`src/rtl/inst_fetch_queue.sv`:
```
// Instruction prefetch queue: issues sequential fetches ahead of decode and buffers {pc, inst}.
// Kept response is visible one cycle after its edge; issue stalls once buffered + in-flight reaches DEPTH.
module inst_fetch_queue #(
  parameter int unsigned DEPTH    = 4,
  parameter logic [31:0] RESET_PC = 32'h0000_0000
) (
  input  logic        clk,
  input  logic        rst,
  output logic        imem_req_valid,
  input  logic        imem_req_ready,
  output logic [31:0] imem_req_addr,
  input  logic        imem_rsp_valid,
  input  logic [31:0] imem_rsp_inst,
  input  logic        redirect_valid,
  input  logic [31:0] redirect_pc,
  output logic        out_valid,
  input  logic        out_ready,
  output logic [31:0] out_pc,
  output logic [31:0] out_pc_plus4,
  output logic [31:0] out_inst
);

  localparam int unsigned AW = (DEPTH > 1) ? $clog2(DEPTH) : 1;
  localparam int unsigned CW = AW + 1;
  typedef logic [CW-1:0] cnt_t;
  localparam logic [CW:0] DEPTH_R = (CW+1)'(DEPTH);

  logic [31:0]   fetch_pc_q, fetch_pc_d;
  logic [31:0]   rsp_pc_q, rsp_pc_d;
  logic [AW-1:0] rd_ptr_q, rd_ptr_d;
  logic [AW-1:0] wr_ptr_q, wr_ptr_d;
  cnt_t          count_q, count_d;
  cnt_t          inflight_q, inflight_d;
  cnt_t          drop_q, drop_d;

  logic [31:0]   pc_mem   [DEPTH];
  logic [31:0]   inst_mem [DEPTH];

  logic [CW:0]   reserved;
  logic          req_fire;
  logic          push;
  logic          pop;
  logic          head_vld;
  logic [31:0]   head_pc;

  // Slots are reserved at issue time, so a kept response always has room.
  assign reserved       = {1'b0, count_q} + {1'b0, inflight_q};
  assign imem_req_valid = rst && !redirect_valid && (reserved < DEPTH_R);
  assign imem_req_addr  = fetch_pc_q;
  assign req_fire       = imem_req_valid && imem_req_ready;

  assign push     = imem_rsp_valid && (drop_q == '0) && !redirect_valid;
  assign head_vld = (count_q != '0);
  assign head_pc  = pc_mem[rd_ptr_q];

  assign out_valid    = head_vld && !redirect_valid;
  assign out_pc       = head_vld ? head_pc : '0;
  assign out_pc_plus4 = head_vld ? head_pc + 32'd4 : '0;
  assign out_inst     = head_vld ? inst_mem[rd_ptr_q] : '0;
  assign pop          = out_valid && out_ready;

  always_comb begin
    fetch_pc_d = fetch_pc_q;
    rsp_pc_d   = rsp_pc_q;
    rd_ptr_d   = rd_ptr_q;
    wr_ptr_d   = wr_ptr_q;
    count_d    = count_q;
    inflight_d = inflight_q;
    drop_d     = drop_q;

    if (redirect_valid) begin
      // Everything still outstanding belongs to the old path; a response landing now is dropped too.
      fetch_pc_d = redirect_pc;
      rsp_pc_d   = redirect_pc;
      rd_ptr_d   = '0;
      wr_ptr_d   = '0;
      count_d    = '0;
      inflight_d = inflight_q - cnt_t'(imem_rsp_valid);
      drop_d     = inflight_q - cnt_t'(imem_rsp_valid);
    end else begin
      if (req_fire) begin
        fetch_pc_d = fetch_pc_q + 32'd4;
      end
      inflight_d = inflight_q + cnt_t'(req_fire) - cnt_t'(imem_rsp_valid);
      if (imem_rsp_valid && (drop_q != '0)) begin
        drop_d = drop_q - cnt_t'(1);
      end
      if (push) begin
        wr_ptr_d = wr_ptr_q + AW'(1);
        rsp_pc_d = rsp_pc_q + 32'd4;
      end
      if (pop) begin
        rd_ptr_d = rd_ptr_q + AW'(1);
      end
      count_d = count_q + cnt_t'(push) - cnt_t'(pop);
    end
  end

  always_ff @(posedge clk or negedge rst) begin
    if (!rst) begin
      fetch_pc_q <= RESET_PC;
      rsp_pc_q   <= RESET_PC;
      rd_ptr_q   <= '0;
      wr_ptr_q   <= '0;
      count_q    <= '0;
      inflight_q <= '0;
      drop_q     <= '0;
    end else begin
      fetch_pc_q <= fetch_pc_d;
      rsp_pc_q   <= rsp_pc_d;
      rd_ptr_q   <= rd_ptr_d;
      wr_ptr_q   <= wr_ptr_d;
      count_q    <= count_d;
      inflight_q <= inflight_d;
      drop_q     <= drop_d;
    end
  end

  // Entry storage needs no reset; count gates every read.
  always_ff @(posedge clk) begin
    if (push) begin
      pc_mem[wr_ptr_q]   <= rsp_pc_q;
      inst_mem[wr_ptr_q] <= imem_rsp_inst;
    end
  end

endmodule

```
`config.mk`:
```
export PLATFORM = sky130hd
export DESIGN_NAME = inst_fetch_queue
export DESIGN_NICKNAME = d
export VERILOG_FILES = /design/src/rtl/inst_fetch_queue.sv
export SDC_FILE = /design/constraint.sdc
export NUM_CORES = 1
export LEC_CHECK = 0
export ABC_CLOCK_PERIOD_IN_PS = 4700
export CAP_MARGIN = 0
export CORE_ASPECT_RATIO = 1.2
export CORE_MARGIN = 8
export CORE_UTILIZATION = 30
export DETAILED_ROUTE_END_ITERATION = 12
export PLACE_DENSITY = 0.52
export SYNTH_ARGS = -nofsm -noshare
export SYNTH_HDL_FRONTEND = slang
export SYNTH_SLANG_ARGS = --single-unit
export TNS_END_PERCENT = 20
```
`constraint.sdc`:
```
create_clock -name clk -period 4.7 [get_ports clk]
set_clock_uncertainty 0.2 [all_clocks]
set_input_delay 0.705 -clock clk [delete_from_list [all_inputs] [get_ports clk]]
set_output_delay 0.705 -clock clk [all_outputs]
set_load 0.01 [all_outputs]
```
==> results.cfg <==
[global_routing]
grt_busiest_layer = met2
antenna_found_initial = 0
grtUsageMet3_pct = 3.03
grtUsageTotal_pct = 13.5
met1_usage_pct = 17.5
grt_pass1_vias = 9516
grt_use_met2_pct = 22.3
grt_max_degree = 54
grt_pass1_wl_um = 58600
gr-total-overflow = 0

[sta]
slew_headroom_pct = 44.5
fmax_mhz = 219
setup_violations = 0
finalHoldViolCount = 0
fin_crit_sh_pct = 97.4
drv_slew = 0
worst_pin_slew_ns = 0.829
finalCriticalPeriod_ns = 4.58
rsz0062_at_grt = true
setup_ws_ns = 0.123

[setup_path]
start_kind = flip-flop
critPathKind = flip-flop to primary output
path_max_fanout = 11
max_stage_delay_ns = 0.59
critical_path.endpoint_type = primary output
reg2reg_slack_ns = 1.36
worst_ep_arrival_time_ns = 3.67
cp_cell_sequence = buf_8 -> mux4_2 -> nand3_1 -> nor4_4 -> nand2_2 -> or3_1 -> a21oi_1 -> clkdlybuf4s50_1
required_ns = 3.80
cp_slowest_cell = dfrtp_4

[route]
dr_total_vias = 9121
drt_iter0_drc = 441
first_pass_iters = 5
viasPerCell = 4.84
antenna_left = 0
wl_per_cell_um = 20.8
wl_um = 39200
drc = 0

[placed_design]
place.gp.congestion = 0.815
hpwl_um = 27700
port_buffers = 199
place_ws_ns = 0.545

[finish]
fillers = 4616
nNetsFinal = 1306
area_growth_pct = 27.7
seq_area_sq_mm = 0.00962
fin_util_pct = 38.5
diodes = 0
drive_gt1_share_pct = 14.0
multiInputGateArea_sq_mm = 0.00479

[floorplan]
rows = 89
die_y_um = 258
io_pins = 200
coreArea_sq_mm = 0.0488
fp.dieArea_sq_mm = 0.0563
dieWidth_um = 218
initial_utilization_pct = 30.1

[synth]
synth-async-reset-ratio_pct = 23.1
ys_ff_latch = 333
syn_inst = 992
synthesis.area_sq_mm = 0.0147
synth_cell_types = 50
syn_area_per_cell_sq_um = 14.8
synth_top_cell_by_area = edfxtp_1
synth.top_cell.area_share_pct = 52.3
synthFlopType = edfxtp_1
yosys-top-cells-area = edfxtp_1 (52%), dfrtp_1 (13%), mux4_2 (9.2%), and2_1 (2.9%), xor2_1 (2.7%)
yosysSeqAreaShare_pct = 65.4
synth-edff-count = 256
yosys_warnings = 0
syn_nets = 1081

[power]
ir_drop_v = 0.000213
finalPower_mw = 9.46
leakage_nw = 6.38
pwr_density_cell_mw_per_mm2 = 504

[cts]
clk_latency_ns = 0.52
cts_hold_buf = 0
cts_tree = done
clock_path_buffers = 3
numCtsBuffers = 37
root_buffer = clkbuf_16
h-tree-depth = 2
cts.sinks = 333
cts.clk_slew.worst_paths_ns = 0.06

[hold_path]
min_path_type = input port to async pin

[job]
cap_violations = 0

[run_status]
status = completed
## layout by cell type (no fill, tap or decap), types with 17 or more instances in the layout
cell               n
ha_1              17
nor2_1            67
o21ai_0           46
nand4_1           27
nand3_1           32
edfxtp_1         256
buf_4             30
xnor2_1           27
clkbuf_16         39
nand2_1           71
and2_1            68
dfrtp_1           75
xor2_1            46
clkdlybuf4s50_1  197
inv_1             26
mux4_2            60
## layout make-up
| cell class | count | area share, % |
|---|---|---|
| clock buffer | 49 | 5.40 |
| clock inverter | 19 | 0.960 |
| inverter | 27 | 0.540 |
| multi-input combinational | 587 | 25.6 |
| sequential | 333 | 51.3 |
| tap | 637 | 4.25 |
| timing repair buffer | 231 | 12.0 |
## sequential cells by signal, indices dropped and copies added (netlist names)
register,count
drop_q,3
inflight_q,3
count_q,3
rd_ptr_q,2
wr_ptr_q,2
rsp_pc_q,32
inst_mem,128
imem_req_addr,32
pc_mem,128
## what timing repair did
action / in CTS / in global routing
setup buffers: 0 / 2
gates resized for setup: 0 / 1
endpoints found under the hold margin: 0 / 0
setup endpoints to repair: 1 / 9
pin swaps: 1 / 1
## layer usage
layer  vias to the layer above  routed length (um)  part of all wire, %
li1                       4187                   -                    -
met1                      4639               17500                   45
met2                       243               18600                   47
met3                        52                2190                  5.6
met4                         0                 896                  2.3
met5                         -                   0                    0
## where the power goes
part           switching (mW)  internal, mW
clock network            1.17          1.69
registers               0.214          3.37
logic                    1.50          1.52
total                    2.88          6.58
## worst max-delay path: cells and delay by family, from the launching register on
kind,cells,cell delay (ns)
simple gates,4,1.24
buf+inv,2,0.78
flops,1,0.59
mux,1,0.39
compound gates,1,0.16
## per-stage QoR
stage / cell area [sq um] / hold WS [ns] / TNS (ns) / cells
2_1_floorplan: 14700 / 0.209 / 0 / 992
3_5_place_dp: 17500 / 0.311 / 0 / 1813
6_report: 18800 / 0.0569 / 0 / 1883
5_1_grt: 18800 / 0.0564 / -0.0259 / 1883
3_3_place_gp: 17500 / 0.300 / 0 / 1813
4_1_cts: 18700 / 0.0531 / 0 / 1881
## worst paths after layout
| check | endpoint | startpoint | cells after the start |
|---|---|---|---|
| setup / recovery | out_pc_plus4[31] | rd_ptr_q[0] | 8 |
| hold / removal | imem_req_addr[24] | rst | 2 |
| setup reg to reg | inflight_q[2] | count_q[2] | 11 |
| hold reg to reg | pc_mem[2][29] | rsp_pc_q[29] | 0 |
| max in group asynchronous | rd_ptr_q[0] | rst | 3 |
| min in group clk | pc_mem[2][29] | rsp_pc_q[29] | 0 |
## cell families after synthesis
logic type / share of synthesized area, %
buffers and inverters: 2.12
and+or+nand+nor: 11.8
adders and majority gates: 1.72
AOI/OAI and AO/OA: 3.60
muxes: 11.0
xor gates and xnor gates: 4.35
DFF: 65.4
## synth_stat cells (all sizes together) (16+ instances only)
library cell	number
nand4	28
buf	16
xnor2	27
o21ai	46
nand2	74
dfrtp	77
nand3	32
xor2	46
ha	17
mux4	64
inv	26
and2	68
and3	18
edfxtp	256
clkbuf	29
nor2	67
No activity file was read; power rests on OpenSTA's default activity.
